$ cat config.mk
export PLATFORM = sky130hd
export DESIGN_NAME = idex_hazard_ctrl
export DESIGN_NICKNAME = d
export VERILOG_FILES = /design/src/rtl/idex_hazard_ctrl.sv
export SDC_FILE = /design/constraint.sdc
export NUM_CORES = 1
export LEC_CHECK = 0
export CORE_MARGIN = 3
export CORE_UTILIZATION = 34
export CTS_BUF_LIST = sky130_fd_sc_hd__clkbuf_8 sky130_fd_sc_hd__clkbuf_16
export CTS_CLUSTER_DIAMETER = 100
export DETAILED_ROUTE_END_ITERATION = 8
export HOLD_SLACK_MARGIN = 0.02
export PLACE_DENSITY = 0.72
export SLEW_MARGIN = 20
export SYNTH_ARGS = -nofsm -noshare
export SYNTH_HDL_FRONTEND = slang
export SYNTH_SLANG_ARGS = --single-unit
export TNS_END_PERCENT = 30
$ cat constraint.sdc
create_clock -name CLK -period 2.33 [get_ports CLK]
set_input_delay 0.5825 -clock CLK [delete_from_list [all_inputs] [get_ports CLK]]
set_output_delay 0.5825 -clock CLK [all_outputs]
set_load 0.03 [all_outputs]
$ cat src/rtl/idex_hazard_ctrl.sv
// Load-use hazard / flush sequencer driving PC, IF/ID and ID/EX register controls.
// Optional HAZARD_STATS_EN adds saturating stall and flush cycle counters.
module idex_hazard_ctrl #(
  parameter int LOAD_STALL_CYCLES = 1,
  parameter int CNT_W             = 4
) (
  input  logic       CLK,
  input  logic       RST_N,
  input  logic [3:0] id_rn,
  input  logic [3:0] id_rm,
  input  logic [3:0] id_rd,
  input  logic       id_use_rn,
  input  logic       id_use_rm,
  input  logic       id_use_rd,
  input  logic       ex_load,
  input  logic       ex_rf,
  input  logic [3:0] ex_rd,
  input  logic       br_taken,
  input  logic       flush_i,
  output logic       pc_ld,
  output logic       ifid_ld,
  output logic       ifid_clr,
  output logic       idex_clr,
  output logic       stall_o,
  output logic       state_o
`ifdef HAZARD_STATS_EN
  ,
  output logic [15:0] stall_cnt_o,
  output logic [15:0] flush_cnt_o
`endif
);

  typedef enum logic {RUN = 1'b0, STALL = 1'b1} state_e;

  state_e           state_q, state_d;
  logic [CNT_W-1:0] stall_cnt_q, stall_cnt_d;
  logic             lu;

  assign lu = ex_load & ex_rf & ((id_use_rn & (id_rn == ex_rd)) |
                                 (id_use_rm & (id_rm == ex_rd)) |
                                 (id_use_rd & (id_rd == ex_rd)));

  assign state_o = state_q;

  always_ff @(posedge CLK or negedge RST_N) begin
    if (!RST_N) begin
      state_q     <= RUN;
      stall_cnt_q <= '0;
    end else begin
      state_q     <= state_d;
      stall_cnt_q <= stall_cnt_d;
    end
  end

  // Counter holds the bubbles still owed after the current one.
  always_comb begin
    state_d     = state_q;
    stall_cnt_d = stall_cnt_q;
    if (flush_i) begin
      state_d     = RUN;
      stall_cnt_d = '0;
    end else begin
      case (state_q)
        RUN: begin
          if (lu && (LOAD_STALL_CYCLES > 1)) begin
            state_d     = STALL;
            stall_cnt_d = CNT_W'(LOAD_STALL_CYCLES - 1);
          end
        end
        STALL: begin
          stall_cnt_d = stall_cnt_q - CNT_W'(1);
          if (stall_cnt_q == CNT_W'(1)) state_d = RUN;
        end
        default: begin
          state_d     = RUN;
          stall_cnt_d = '0;
        end
      endcase
    end
  end

  // Reset is decoded combinationally so the controls are safe while RST_N is low.
  always_comb begin
    pc_ld    = 1'b1;
    ifid_ld  = 1'b1;
    ifid_clr = 1'b0;
    idex_clr = 1'b0;
    stall_o  = 1'b0;
    if (!RST_N) begin
      pc_ld    = 1'b0;
      ifid_ld  = 1'b0;
      ifid_clr = 1'b1;
      idex_clr = 1'b1;
    end else if (flush_i) begin
      ifid_clr = 1'b1;
      idex_clr = 1'b1;
    end else if ((state_q == STALL) || lu) begin
      pc_ld    = 1'b0;
      ifid_ld  = 1'b0;
      idex_clr = 1'b1;
      stall_o  = 1'b1;
    end else if (br_taken) begin
      ifid_clr = 1'b1;
    end
  end

`ifdef HAZARD_STATS_EN
  logic [15:0] stall_stat_q, stall_stat_d;
  logic [15:0] flush_stat_q, flush_stat_d;

  always_comb begin
    stall_stat_d = stall_stat_q;
    flush_stat_d = flush_stat_q;
    if (stall_o && (stall_stat_q != 16'hFFFF)) stall_stat_d = stall_stat_q + 16'd1;
    if (ifid_clr && RST_N && (flush_stat_q != 16'hFFFF)) flush_stat_d = flush_stat_q + 16'd1;
  end

  always_ff @(posedge CLK or negedge RST_N) begin
    if (!RST_N) begin
      stall_stat_q <= '0;
      flush_stat_q <= '0;
    end else begin
      stall_stat_q <= stall_stat_d;
      flush_stat_q <= flush_stat_d;
    end
  end

  assign stall_cnt_o = stall_stat_q;
  assign flush_cnt_o = flush_stat_q;
`endif

endmodule
### Yosys cells after proc, flatten, opt, wreduce, memory -nomap -nowiden

Cells that the tools add are included.

* multiplexer cells: 17
* bitwise gates (word level): 7
* eq/ne operators: 4
* reduce and logical (&&, ||, !) cells: 2
* add/sub/neg operators: 1

Operator list (count)
* $mux 1: 15
* $eq 4x4->1: 3
* $mux 4: 2
* $and 1x1->1: 5
* $eq 4x1->1 const B: 1
* $sub 4x1->4 const B: 1
* $or 1x1->1: 2
* $reduce_bool 2->1: 1
* $logic_or 1x1->1: 1

* bits of input ports: 25
* output and inout port bits: 6
* register bits after elaboration: 5
* logic and storage cells: 33

### Depth between registers and ports, before layout

Gate-level depths: netlist of run 1.

* word-level depth: 9
* depth in mapped cells: 6
* gate-level depth less buffers: 5

### Worst setup path before layout of run 1

OpenSTA, ideal clock, no wires.

* path kind: input -> output
* start: in ex_rd[0]
* end: out stall_o
* stages on the path: 5
* arrival time: 1.836 ns
* setup slack: -0.088 ns
* required time: 1.747 ns
* buffers on the path: 0
* cells stage by stage: inv_2 -> a222oi_1 -> nor4b_4 -> o311ai_2 -> a21oi_1

* cells in the longest elaborated chain, start to end: 9
* elaborated cells on any way between the ends: 13
* those cells by class: eq/ne: 3; mux: 3; bitwise: 6; reduce/logical: 1

Ends and longest elaborated chain
* start: declaration: line 17 `input logic [3:0] ex_rd,`
* $eq 4x4->1 (on tied branches): line 39, 40
* $and 1x1->1 (on tied branches): line 39, 40
* $or 1x1->1: line 39 `assign lu = ex_load & ex_rf & ((id_use_rn & (id_rn == ex_rd)) |`
* $or 1x1->1 *: line 40 `(id_use_rm & (id_rm == ex_rd)) |`
* $and 1x1->1 *: line 39
* $logic_or 1x1->1 *: line 97 `end else if ((state_q == STALL) || lu) begin`
* $mux 1 *: line 97
* $mux 1 *: line 94 `end else if (flush_i) begin`
* $mux 1 *: line 89 `if (!RST_N) begin`
* end: declaration: line 24 `output logic stall_o,`

Every way passes the cells marked *; elsewhere a longest branch is shown, timed or not.

### Final worst setup path of run 1

* start: in ex_rd[2]
* end: out stall_o

The elaborated chain is that of the path after synthesis.

==> results of run 1 <==
[logic make-up (layout without fill, tap and decap cells)]
group | after synthesis | count (layout) | synth area share, %
AO/OA/AOI/OAI | 15 | 15 | 25.1
XOR/XNOR | 6 | 6 | 11.1
adder cells (fa/ha/maj) | 2 | 2 | 5.28
buffers and inverters | 9 | 51 | 7.92
flip-flops | 5 | 5 | 26.4
multiplexers | 1 | 1 | 2.11
AND/OR/NAND/NOR | 16 | 16 | 22.2
[flip-flops by register name, summed over array words and instances, names as in the netlist]
name,count
stall_cnt_q,4
state_o,1
[critical path, stage by stage]
cell and delay (ns):
clkdlybuf4s15_2 0.22, xnor2_1 0.17, o211ai_1 0.14, nor3b_2 0.25
o311ai_2 0.14, buf_4 0.16, a21oi_2 0.13, buf_6 0.14
[routing by layer]
layer | vias to the layer above | part of all wire, % | wire, um | global-route usage (%)
met5 | - | 0 | 0 | 0
met4 | 0 | 2.7 | 46 | 10.8
met3 | 5 | 6.3 | 106 | 3.32
met2 | 27 | 48 | 809 | 30.1
met1 | 260 | 43 | 726 | 25.3
li1 | 280 | - | - | -
[area by class of cell]
cell class                 count  area (um2)
timing repair buffer          39         345
multi-input combinational     40         338
sequential                     5         125
tap                           14        17.5
fill                          98         298
clock inverter                 1        3.75
clock buffer                   3        41.3
inverter                       8        32.5
[power groups by stage]
stage / Clock (mW) / Combinational, mW / Sequential, mW
floorplan: 0 / 0.0392 / 0.0884
global placement: 0 / 0.105 / 0.0884
detailed placement: 0 / 0.106 / 0.0884
CTS: 0.166 / 0.102 / 0.0873
global route: 0.176 / 0.113 / 0.0872
finish: 0.165 / 0.105 / 0.0873
[per-stage QoR]
step | TNS, ns | hold WS [ns] | utilization, %
6_report | -0.695 | 0.545 | 75.2
3_3_place_gp | -3.84 | 0.540 | 70.2
5_1_grt | -1.23 | 0.554 | 75.2
3_5_place_dp | -3.94 | 0.540 | 70.2
2_1_floorplan | -0.0845 | 0.287 | -
4_1_cts | -0.776 | 0.546 | 74.5
[final timing paths]
| check | slack [ns] | to | startpoint |
|---|---|---|---|
| max in group asynchronous | 1.47 | stall_cnt_q[0] | RST_N |
| min in group CLK | 0.55 | stall_cnt_q[3] | stall_cnt_q[3] |
| worst max-delay path | -0.19 | stall_o | ex_rd[2] |
| worst max register to register | 1.07 | stall_cnt_q[3] | state_o |
| worst min register to register | 0.54 | stall_cnt_q[3] | stall_cnt_q[3] |
| worst min-delay path | 0.54 | stall_cnt_q[1] | RST_N |
[timing repair]
item,in CTS,in global routing
pin swaps,11,4
setup buffers,1,1
resized for setup,62,7
setup endpoints to repair,5,5
[cells in the final DEF, fill, tap and decap left out, types with 4 or more instances in the layout]
master / instances
buf_2: 4
buf_4: 7
buf_6: 7
clkdlybuf4s50_1: 6
dfrtp_1: 5
dlygate4sd2_1: 10
inv_1: 7
nor2_1: 5
xnor2_1: 4
==> flow_summary.yaml, run 1 <==
run_status:
  status: "finished, violations left"
  violations: "setup timing"
sta:
  timing.final.max_slew_violations: 0
  setup_slack_ns: -0.189
  fin_crit_ns: 2.52
  relSlewSlack_pct: 77.6
  tightest_slew_ns: 0.334
  timing.final.crit_share_pct: 108
  finClkSkew_ns: 0.00914
  setup_viol: 5
  rsz0062_at_grt: "true"
  max_freq_ghz: 0.397
  final-hold-violation-count: 0
final_layout:
  antenna_cells: 0
  stdcell_area_um2: 903
  final_cells: 110
  nNetsFinal: 124
  post_route_cells_drive_above_1_share_pct: 34.4
  syn2layout_area_growth_pct: 90.5
power:
  power.switching_mw: 0.0988
  power.density_nw_per_um2: 396
  power.total_mw: 0.357
  irDropWorstVdd_uv: 416
  internal_power_mw: 0.259
  combPwrFrac_pct: 29.5
  seqPwrFrac_pct: 24.4
  pwr-share-clk_pct: 46.1
  power_switching_share_pct: 27.6
  leakage_nw: 0.409
flow_run:
  max_cap_violations: 0
worst_hold_path:
  hold_path_class: "in -> async"
global_route:
  grt_pass1_vias: 571
  grt_usage_pct: 19.4
  grt_remaining_overflow: 0
  antenna_found_initial: 0
  grt_pass1_wl_mm: 2.70
  grt_max_degree: 7
yosys:
  netlist_instances: 54
  synth_edf_count: 0
  synthTopCellsByCount: "inv_1, dfrtp_1, nor2_1, xnor2_1, nand2b_1"
  async_flop_share_pct: 100
  ys_seq_area_share_pct: 26.4
  synth-seq-cells: 5
  syn-num-nets: 81
  synth_top_area_cell: "dfrtp_1"
  synth_area_um2: 474
  synth_area_per_cell_um2: 8.78
  synth_flop_cell: "dfrtp_1"
  ys_top_cells_by_area: "dfrtp_1, xnor2_1, inv_1"
  synth_most_common_cell: "inv_1"
  yosys_warnings: 0
  synth_top_area_share_pct: 26.4
  synth.distinct_cells: 27
worst_setup_path:
  crit_path_end_kind: "output pin"
  crit_type: "in -> out"
  worst-path-max-fanout: 3
  required_ns: 1.75
  arrival_ns: 1.94
  r2r_cells: 5
  crit_path_start_kind: "input pin"
die:
  row_count: 12
  start_util_pct: 39.5
  core_um2: 1200
  die_x_um: 43.3
  ios: 31
  dieHeight_um: 43.3
  dieArea_um2: 1880
clock_tree:
  path_clk_slew_ns: 0.04
  cts_max_level: 1
  cts-buffers-inserted: 3
  clockRootBuffer: "clkbuf_8"
  cts_tree: "done"
  hold_buffers: 0
  clk_path_buf_depth: 2
  insertion_delay_ns: 0.23
  cts.sinks: 5
place:
  placedCellCount: 105
  finalWeightedCongestion: 0.751
  pre_cts_ws_ns: -0.958
  portBuffers: 30
  placed_cell_area_um2: 843
  dp_hpwl_mm: 1.23
drt:
  wl_mm: 1.69
  vias_per_cell: 5.20
  dr.pass1.iters: 4
  wl_per_cell_um: 15.4
  drt_iter0_markers: 13
  drc: 0
  drt.antenna.violating_nets: 0
  vias: 572
Power figures use the tool's default switching activity.
==> inputs of run 2 (changes only) <==
Settings changed: GPL_TIMING_DRIVEN set to 0.
==> run 2 against run 1 <==
Net effect: the run still ends with setup timing left; clock skew fell by 0.0089 ns; combinational power fell by 6%; global-route usage fell by 2.5 points; utilization fell by 4.7 points; non-clock buffer count fell by 6; critical endpoint is now pc_ld; critical path depth did not move.
==> flow_summary.yaml, run 2 (synthesis gave the netlist of run 1 again) <==
global_route:
  grt_usage_pct: 16.9
  grt_pass1_wl_mm: 2.42
  grt_pass1_vias: 540
  grt_max_degree: 8
  antenna_found_initial: 0
  grt_remaining_overflow: 0
drt:
  dr.pass1.iters: 4
  drt_iter0_markers: 10
  drc: 0
  vias_per_cell: 5.13
  vias: 533
  wl_per_cell_um: 14.3
  drt.antenna.violating_nets: 0
  wl_mm: 1.48
power:
  power_switching_share_pct: 25.3
  power.total_mw: 0.338
  power.switching_mw: 0.0855
  leakage_nw: 0.376
  irDropWorstVdd_uv: 442
  power.density_nw_per_um2: 399
  internal_power_mw: 0.253
  seqPwrFrac_pct: 25.8
  pwr-share-clk_pct: 45.0
  combPwrFrac_pct: 29.1
die:
  start_util_pct: 39.5
  core_um2: 1200
  dieHeight_um: 43.3
  ios: 31
  die_x_um: 43.3
  row_count: 12
  dieArea_um2: 1880
final_layout:
  nNetsFinal: 118
  post_route_cells_drive_above_1_share_pct: 33.3
  largest_reg_flops: 4
  syn2layout_area_growth_pct: 78.6
  final_cells: 104
  top_register: "stall_cnt_q"
  antenna_cells: 0
  utilization_pct: 70.5
  final_cell_mix: "dlygate4sd2_1, buf_2, inv_1, clkdlybuf4s50_1"
  layout_commonest_cell: "dlygate4sd2_1"
clock_tree:
  clk_path_buf_depth: 2
  clockRootBuffer: "clkbuf_8"
  path_clk_slew_ns: 0.03
  cts.sinks: 5
  cts_tree: "done"
  cts-buffers-inserted: 3
  hold_buffers: 0
  insertion_delay_ns: 0.22
  cts_max_level: 1
flow_run:
  max_cap_violations: 0
place:
  pre_cts_ws_ns: -1.12
  finalWeightedCongestion: 0.780
  dp_hpwl_mm: 1.07
  portBuffers: 30
  placedCellCount: 98
worst_setup_path:
  crit_type: "in -> out"
  crit_path_start_kind: "input pin"
  worst-path-max-fanout: 2
  r2r_cells: 4
  crit_path_end_kind: "output pin"
  required_ns: 1.75
  arrival_ns: 1.94
sta:
  finClkSkew_ns: 0.000203
  setup_viol: 5
  fin_crit_ns: 2.52
  rsz0062_at_grt: "true"
  setup_slack_ns: -0.194
  final-hold-violation-count: 0
  relSlewSlack_pct: 77.8
  max_freq_ghz: 0.396
  tightest_slew_ns: 0.332
  timing.final.max_slew_violations: 0
  timing.final.crit_share_pct: 108
run_status:
  violations: "setup timing"
  status: "finished, violations left"
worst_hold_path:
  hold_path_class: "reg -> reg"
  min_path_cells: 2
## run 2: cell types whose count changed in the layout (fill, tap and decap cells not counted), sizes merged
cell,change
dlygate4sd2,-2
clkbuf,-1
clkdlybuf4s15,-1
buf,-2
## run 2: what timing repair did
item	in CTS	in global routing
gates resized for setup	85	5
pin swaps	14	3
setup endpoints to repair	5	5
buffers inserted	2	0
## run 2: worst max-delay path: stages
cell and delay, ns:
dlygate4sd2_1 0.24, nand2b_1 0.09, o2111ai_2 0.13, nor3_2 0.26, nor4_1 0.08, o31a_1 0.28, buf_4 0.14, buf_6 0.13
## run 2: power by group through the flow
stage	clock network (mW)	logic [mW]	registers, mW
2_1_floorplan	0	0.0392	0.0884
3_3_place_gp	0	0.0982	0.0884
3_5_place_dp	0	0.0989	0.0884
4_1_cts	0.155	0.0969	0.0874
5_1_grt	0.164	0.105	0.0873
6_report	0.152	0.0985	0.0874
## run 2: final timing paths
| path | startpoint | endpoint | slack, ns |
|---|---|---|---|
| min in group asynchronous | RST_N | stall_cnt_q[1] | 0.61 |
| worst min register to register | stall_cnt_q[3] | stall_cnt_q[3] | 0.55 |
| worst max-delay path | id_rd[3] | pc_ld | -0.19 |
| worst max register to register | state_o | stall_cnt_q[3] | 1.02 |
| worst min-delay path | stall_cnt_q[3] | stall_cnt_q[3] | 0.55 |
| max in group asynchronous | RST_N | state_o | 1.50 |
## run 2: stage by stage
stage / cell area, um2 / setup TNS [ns] / hold slack [ns]
finish: 847 / -0.488 / 0.555
global route: 847 / -1.12 / 0.610
CTS: 847 / -0.637 / 0.556
detailed placement: 796 / -5.16 / 0.549
global placement: 796 / -5.04 / 0.536
floorplan: 478 / -0.0845 / 0.287
## run 2: final cells by class
class                   count  area (um2)
flip-flops and latches      5         125
multi-input cells          40         338
well taps                  14        17.5
plain buffers               1        7.51
clock buffers               3        41.3
repair buffers             32         282
inverters                   8        32.5
clock inverters             1        3.75
fillers                   113         354
## run 2: routing by layer
| layer | GRT usage (%) | wire (um) |
|---|---|---|
| met4 | 3.01 | 18 |
| met2 | 28.9 | 756 |
| met1 | 20.1 | 600 |
| met5 | 0 | 0 |
| met3 | 6.64 | 109 |
==> inputs of run 3 (changes only) <==
Settings changed: CORE_MARGIN 3 to not set.
==> run 3 against run 2 <==
Net effect: the run still ends with setup timing left; global-route usage rose by 5.4 points; via count grew 4.7%; critical path depth is the same; non-clock buffer count rose by 4; clock power grew 8%; utilization shrank 2.4 points; routed wire length down 7.1%; fmax increased by 0.25%; die area is 18% lower; largest power group unchanged; highest routed layer unchanged.
==> flow_summary.yaml, run 3 (synthesis gave the netlist of run 1 again) <==
sta:
  final-hold-violation-count: 0
  setup_viol: 5
  relSlewSlack_pct: 76.7
  fin_crit_ns: 2.52
  timing.final.crit_share_pct: 108
  max_freq_ghz: 0.397
  timing.final.max_slew_violations: 0
  tightest_slew_ns: 0.349
  setup_slack_ns: -0.187
  rsz0062_at_grt: "true"
  finClkSkew_ns: 0.00474
  whs_ns: 0.545
worst_setup_path:
  arrival_ns: 1.93
  crit_type: "in -> out"
  crit_path_start_kind: "input pin"
  crit_buf_inv: 3
  worst-path-stages: 8
  path_delay_family: "buffers and inverters"
  r2r_cells: 4
  slowest_stage: "o31a_1"
  crit_path_end_kind: "output pin"
  required_ns: 1.75
  slowest_delay_ns: 0.26
  worst-path-max-fanout: 2
  cp_cell_sequence: "dlygate4sd2_1 > xnor2_1 > o211ai_1 > nor3b_2 > nor4_1 > o31a_1 > buf_4 > buf_6"
run_status:
  status: "finished, violations left"
  violations: "setup timing"
clock_tree:
  cts-buffers-inserted: 3
  clk_path_buf_depth: 2
  cts_tree: "done"
  hold_buffers: 0
  cts_max_level: 1
  clockRootBuffer: "clkbuf_8"
  path_clk_slew_ns: 0.04
  insertion_delay_ns: 0.23
  cts.sinks: 5
worst_hold_path:
  hold_path_class: "reg -> reg"
  min_path_cells: 2
place:
  portBuffers: 30
  dp_hpwl_mm: 1.05
  finalWeightedCongestion: 0.698
global_route:
  grt_usage_pct: 22.2
  grt_max_degree: 8
  antenna_found_initial: 0
  grt_pass1_wl_mm: 2.15
  grt_remaining_overflow: 0
  grt_pass1_vias: 537
final_layout:
  syn2layout_area_growth_pct: 86.8
  nFillCells: 115
  post_route_cells_drive_above_1_share_pct: 40.4
  antenna_cells: 0
  nNetsFinal: 122
  top_register: "stall_cnt_q"
  final_cell_mix: "buf_4, dlygate4sd2_1, clkdlybuf4s50_1"
  largest_reg_flops: 4
  utilization_pct: 68.1
drt:
  wl_per_cell_um: 12.7
  drc: 0
  dr.pass1.iters: 5
  drt.antenna.violating_nets: 0
  wl_mm: 1.38
  vias: 558
  vias_per_cell: 5.12
  drt_iter0_markers: 6
die:
  core_um2: 1300
  die_x_um: 39.3
  row_count: 13
  dieHeight_um: 39.3
  start_util_pct: 36.4
  ios: 31
  dieArea_um2: 1550
power:
  leakage_nw: 0.401
  power.density_nw_per_um2: 403
  irDropWorstVdd_uv: 216
flow_run:
  max_cap_violations: 0
run 3: cell types whose count changed in the layout (fill, tap and decap cells not counted), sizes merged:
cell | before | now
clkdlybuf4s15 | 3 | 2
buf | 16 | 18
clkbuf | 3 | 6
inv | 9 | 8
clkinv | 0 | 1
run 3: worst reg2reg max path, cell delays in order, from the launching register on:
cell and delay, ns:
dfrtp_1 0.46, inv_1 0.17, nor4_1 0.32, xnor2_1 0.16, nor2_1 0.05
run 3: what timing repair did:
item	in CTS	in global routing
pin swaps	13	5
hold endpoints to repair	0	0
cloned	0	0
endpoints found under the setup margin	5	5
buffers inserted	6	0
resized for setup	84	8
run 3: layout make-up:
cell class                 count  area (um2)  area share (%)
inverter                       8        32.5            3.67
buffer                         1        7.51           0.847
timing repair buffer          36         310            35.0
clock inverter                 1        5.00           0.565
tap                           15        18.8            2.12
clock buffer                   3        41.3            4.66
multi-input combinational     40         345            39.0
sequential                     5         125            14.1
run 3: power breakdown:
part	internal, mW	switching [mW]
Clock	0.115	0.0490
Combinational	0.0580	0.0471
Sequential	0.0873	0.00000000000000422
run 3: path summary, 6_finish.rpt:
| kind | from | end | slack [ns] |
|---|---|---|---|
| setup / recovery | id_rm[2] | pc_ld | -0.19 |
| hold reg to reg | stall_cnt_q[3] | stall_cnt_q[3] | 0.54 |
| max in group asynchronous | RST_N | state_o | 1.50 |
| hold / removal | stall_cnt_q[3] | stall_cnt_q[3] | 0.54 |
| min in group asynchronous | RST_N | stall_cnt_q[2] | 0.61 |
| setup reg to reg | state_o | stall_cnt_q[3] | 1.06 |
run 3: stage by stage:
step / instances / area, um2 / total power [mW] / setup TNS, ns / worst slack, ns
after floorplan: 54 / 478 / 0.128 / -0.0845 / -0.0845
after global placement: 99 / 797 / 0.187 / -5.13 / -1.12
after detailed placement: 99 / 797 / 0.188 / -5.38 / -1.17
after CTS: 109 / 903 / 0.362 / -0.790 / -0.239
after global routing: 109 / 886 / 0.378 / -1.05 / -0.302
final: 109 / 886 / 0.357 / -0.574 / -0.187
run 3: metal layers:
metal | GRT usage [%] | vias to the layer above | wire length, um
met3 | 5.11 | 4 | 69
met5 | 0 | - | 0
li1 | - | 275 | -
met4 | 15.5 | 0 | 42
met2 | 43.3 | 23 | 777
met1 | 19.4 | 256 | 490
==> RTL change, RTL diff (settings of run 3) <==
Add a define of `HAZARD_STATS_EN`.
--- a/src/rtl/idex_hazard_ctrl.sv
+++ b/src/rtl/idex_hazard_ctrl.sv
@@ -1,5 +1,7 @@
 // Load-use hazard / flush sequencer driving PC, IF/ID and ID/EX register controls.
 // Optional HAZARD_STATS_EN adds saturating stall and flush cycle counters.
+`define HAZARD_STATS_EN
+
 module idex_hazard_ctrl #(
   parameter int LOAD_STALL_CYCLES = 1,
   parameter int CNT_W             = 4
Behaviour (old outputs only; new: flush_cnt_o and stall_cnt_o): unchanged (equiv_simple and equiv_induct, registers matched by name and starting in step).
==> RTL change against run 3 <==
The flow still finishes with violations (setup timing). Via count grew to 2.9 times the old value. Wire length rose to 3.2 times the old value. Area after synthesis grew to 4.4 times the old value. Count of clock-buffer cells in the layout is 3 higher. Total power rose to 4.9 times the old value. Clock power grew to 2.7 times the old value. Design area rose to 3.3 times the old value. Clock skew down 0.00073 ns. Sequential cell count increased by 32. Setup slack improved by 0.021 ns. Critical endpoint unchanged. Largest power group is now registers.
==> RTL change: results <==
[critical_path]
cp_max_fo = 3
worstPathArrival_ns = 1.91
r2r-start = stall_cnt_o[0]
cp-startpoint = ex_rd[2]

[timing]
skew_ns = 0.00401
slew_headroom_pct = 72.8
setup_viol = 4
fin_ws_ns = -0.167
setup_tns_ns = -0.398

[pwr]
power_switching_mw = 0.578
vdd_drop_max_mv = 0.674
p_leak_nw = 1.26

[cells_and_area]
n_fill_cell = 562
stdcell_count = 342
final_nets = 296
seq_area_sq_um = 926
drive_above_1_share_pct = 22.8

[place]
hpwl_um = 3240
gp_congestion = 0.744
numPortBuffers = 61
place_inst = 332
post_dp_cell_area_sq_um = 2790
preCtsSetupSlack_ns = -1.16

[run_status]
outcome = complete, but fails checks
violations = setup timing

[yosys]
seq_area_frac_synth_pct = 44.7
synth_compound_area_share_pct = 5.08
synth_fa_ha_area_share_pct = 2.42
synthTopCellsByArea = dfrtp_1 (45%), xnor2_1 (10%), xor2_1 (7.2%), nor3_2 (3.4%), nand3_1 (3.1%)
synth_xor_xnor_area_share_pct = 17.4
syn_nets = 224
synth_common_cells = dfrtp_1 (37), xnor2_1 (24), xor2_1 (17)
syn-mean-instance-area_sq_um = 10.6
synthMuxAreaShare_pct = 1.57

[grt]
grt_max_degree = 28
grt_pass1_wl_um = 7370
grt_pass1_vias = 1636

[routing]
wire_per_inst_um = 12.9
via_per_inst = 4.80
drtIter0Drc = 71

[cts]
cts_resized = 93
clk_pin_slew_ns = 0.07
cts_setup_buffers = 1
insertion_delay_ns = 0.28
numCtsBuffers = 5

[min_path]
hold_path.class = in -> async
## RTL change: cell families after synthesis
group / Yosys count
and+or+nand+nor: 82
xor gates and xnor gates: 41
DFF: 37
buffers and inverters: 16
AOI/OAI and AO/OA: 12
adders and majority gates: 4
muxes: 3
## RTL change: power groups by stage
| stage | clock network, mW | registers [mW] | logic [mW] |
|---|---|---|---|
| floorplan | 0 | 0.918 | 0.170 |
| global placement | 0 | 0.792 | 0.527 |
| detailed placement | 0 | 0.796 | 0.536 |
| CTS | 0.458 | 0.784 | 0.539 |
| global route | 0.481 | 0.796 | 0.580 |
| finish | 0.443 | 0.784 | 0.539 |
## RTL change: final timing paths
kind / slack [ns] / cells after the start / end
setup / recovery: -0.17 / 9 / pc_ld
hold / removal: 0.20 / 1 / stall_cnt_q[3]
setup reg to reg: 0.11 / 7 / stall_cnt_o[1]
hold reg to reg: 0.49 / 1 / flush_cnt_o[11]
max in group asynchronous: 1.67 / 2 / stall_cnt_o[2]
min in group CLK: 0.49 / 1 / flush_cnt_o[11]
## RTL change: critical path, stage by stage
cell and delay (ns):
buf_8 0.11, xor2_1 0.15, nor3_2 0.22, nand3_2 0.13
a31oi_4 0.23, nor2_4 0.05, o21a_2 0.21, buf_6 0.11
buf_6 0.12
## RTL change: cell type report
class                           count  share of cell area [%]
Multi-Input combinational cell    142                    38.7
Sequential cell                    37                    31.5
Timing Repair Buffer               65                    21.0
Tap cell                           75                    3.19
Clock buffer                        6                    2.81
Inverter                           11                    1.40
Buffer                              5                    1.32
Clock inverter                      1                   0.128
## RTL change: metal layers
layer	GRT usage, %	vias to the layer above	part of all wire [%]
li1	-	797	-
met5	0	-	0
met2	26.0	30	53
met3	3.54	5	3.4
met1	17.7	810	42
met4	5.18	0	1.0
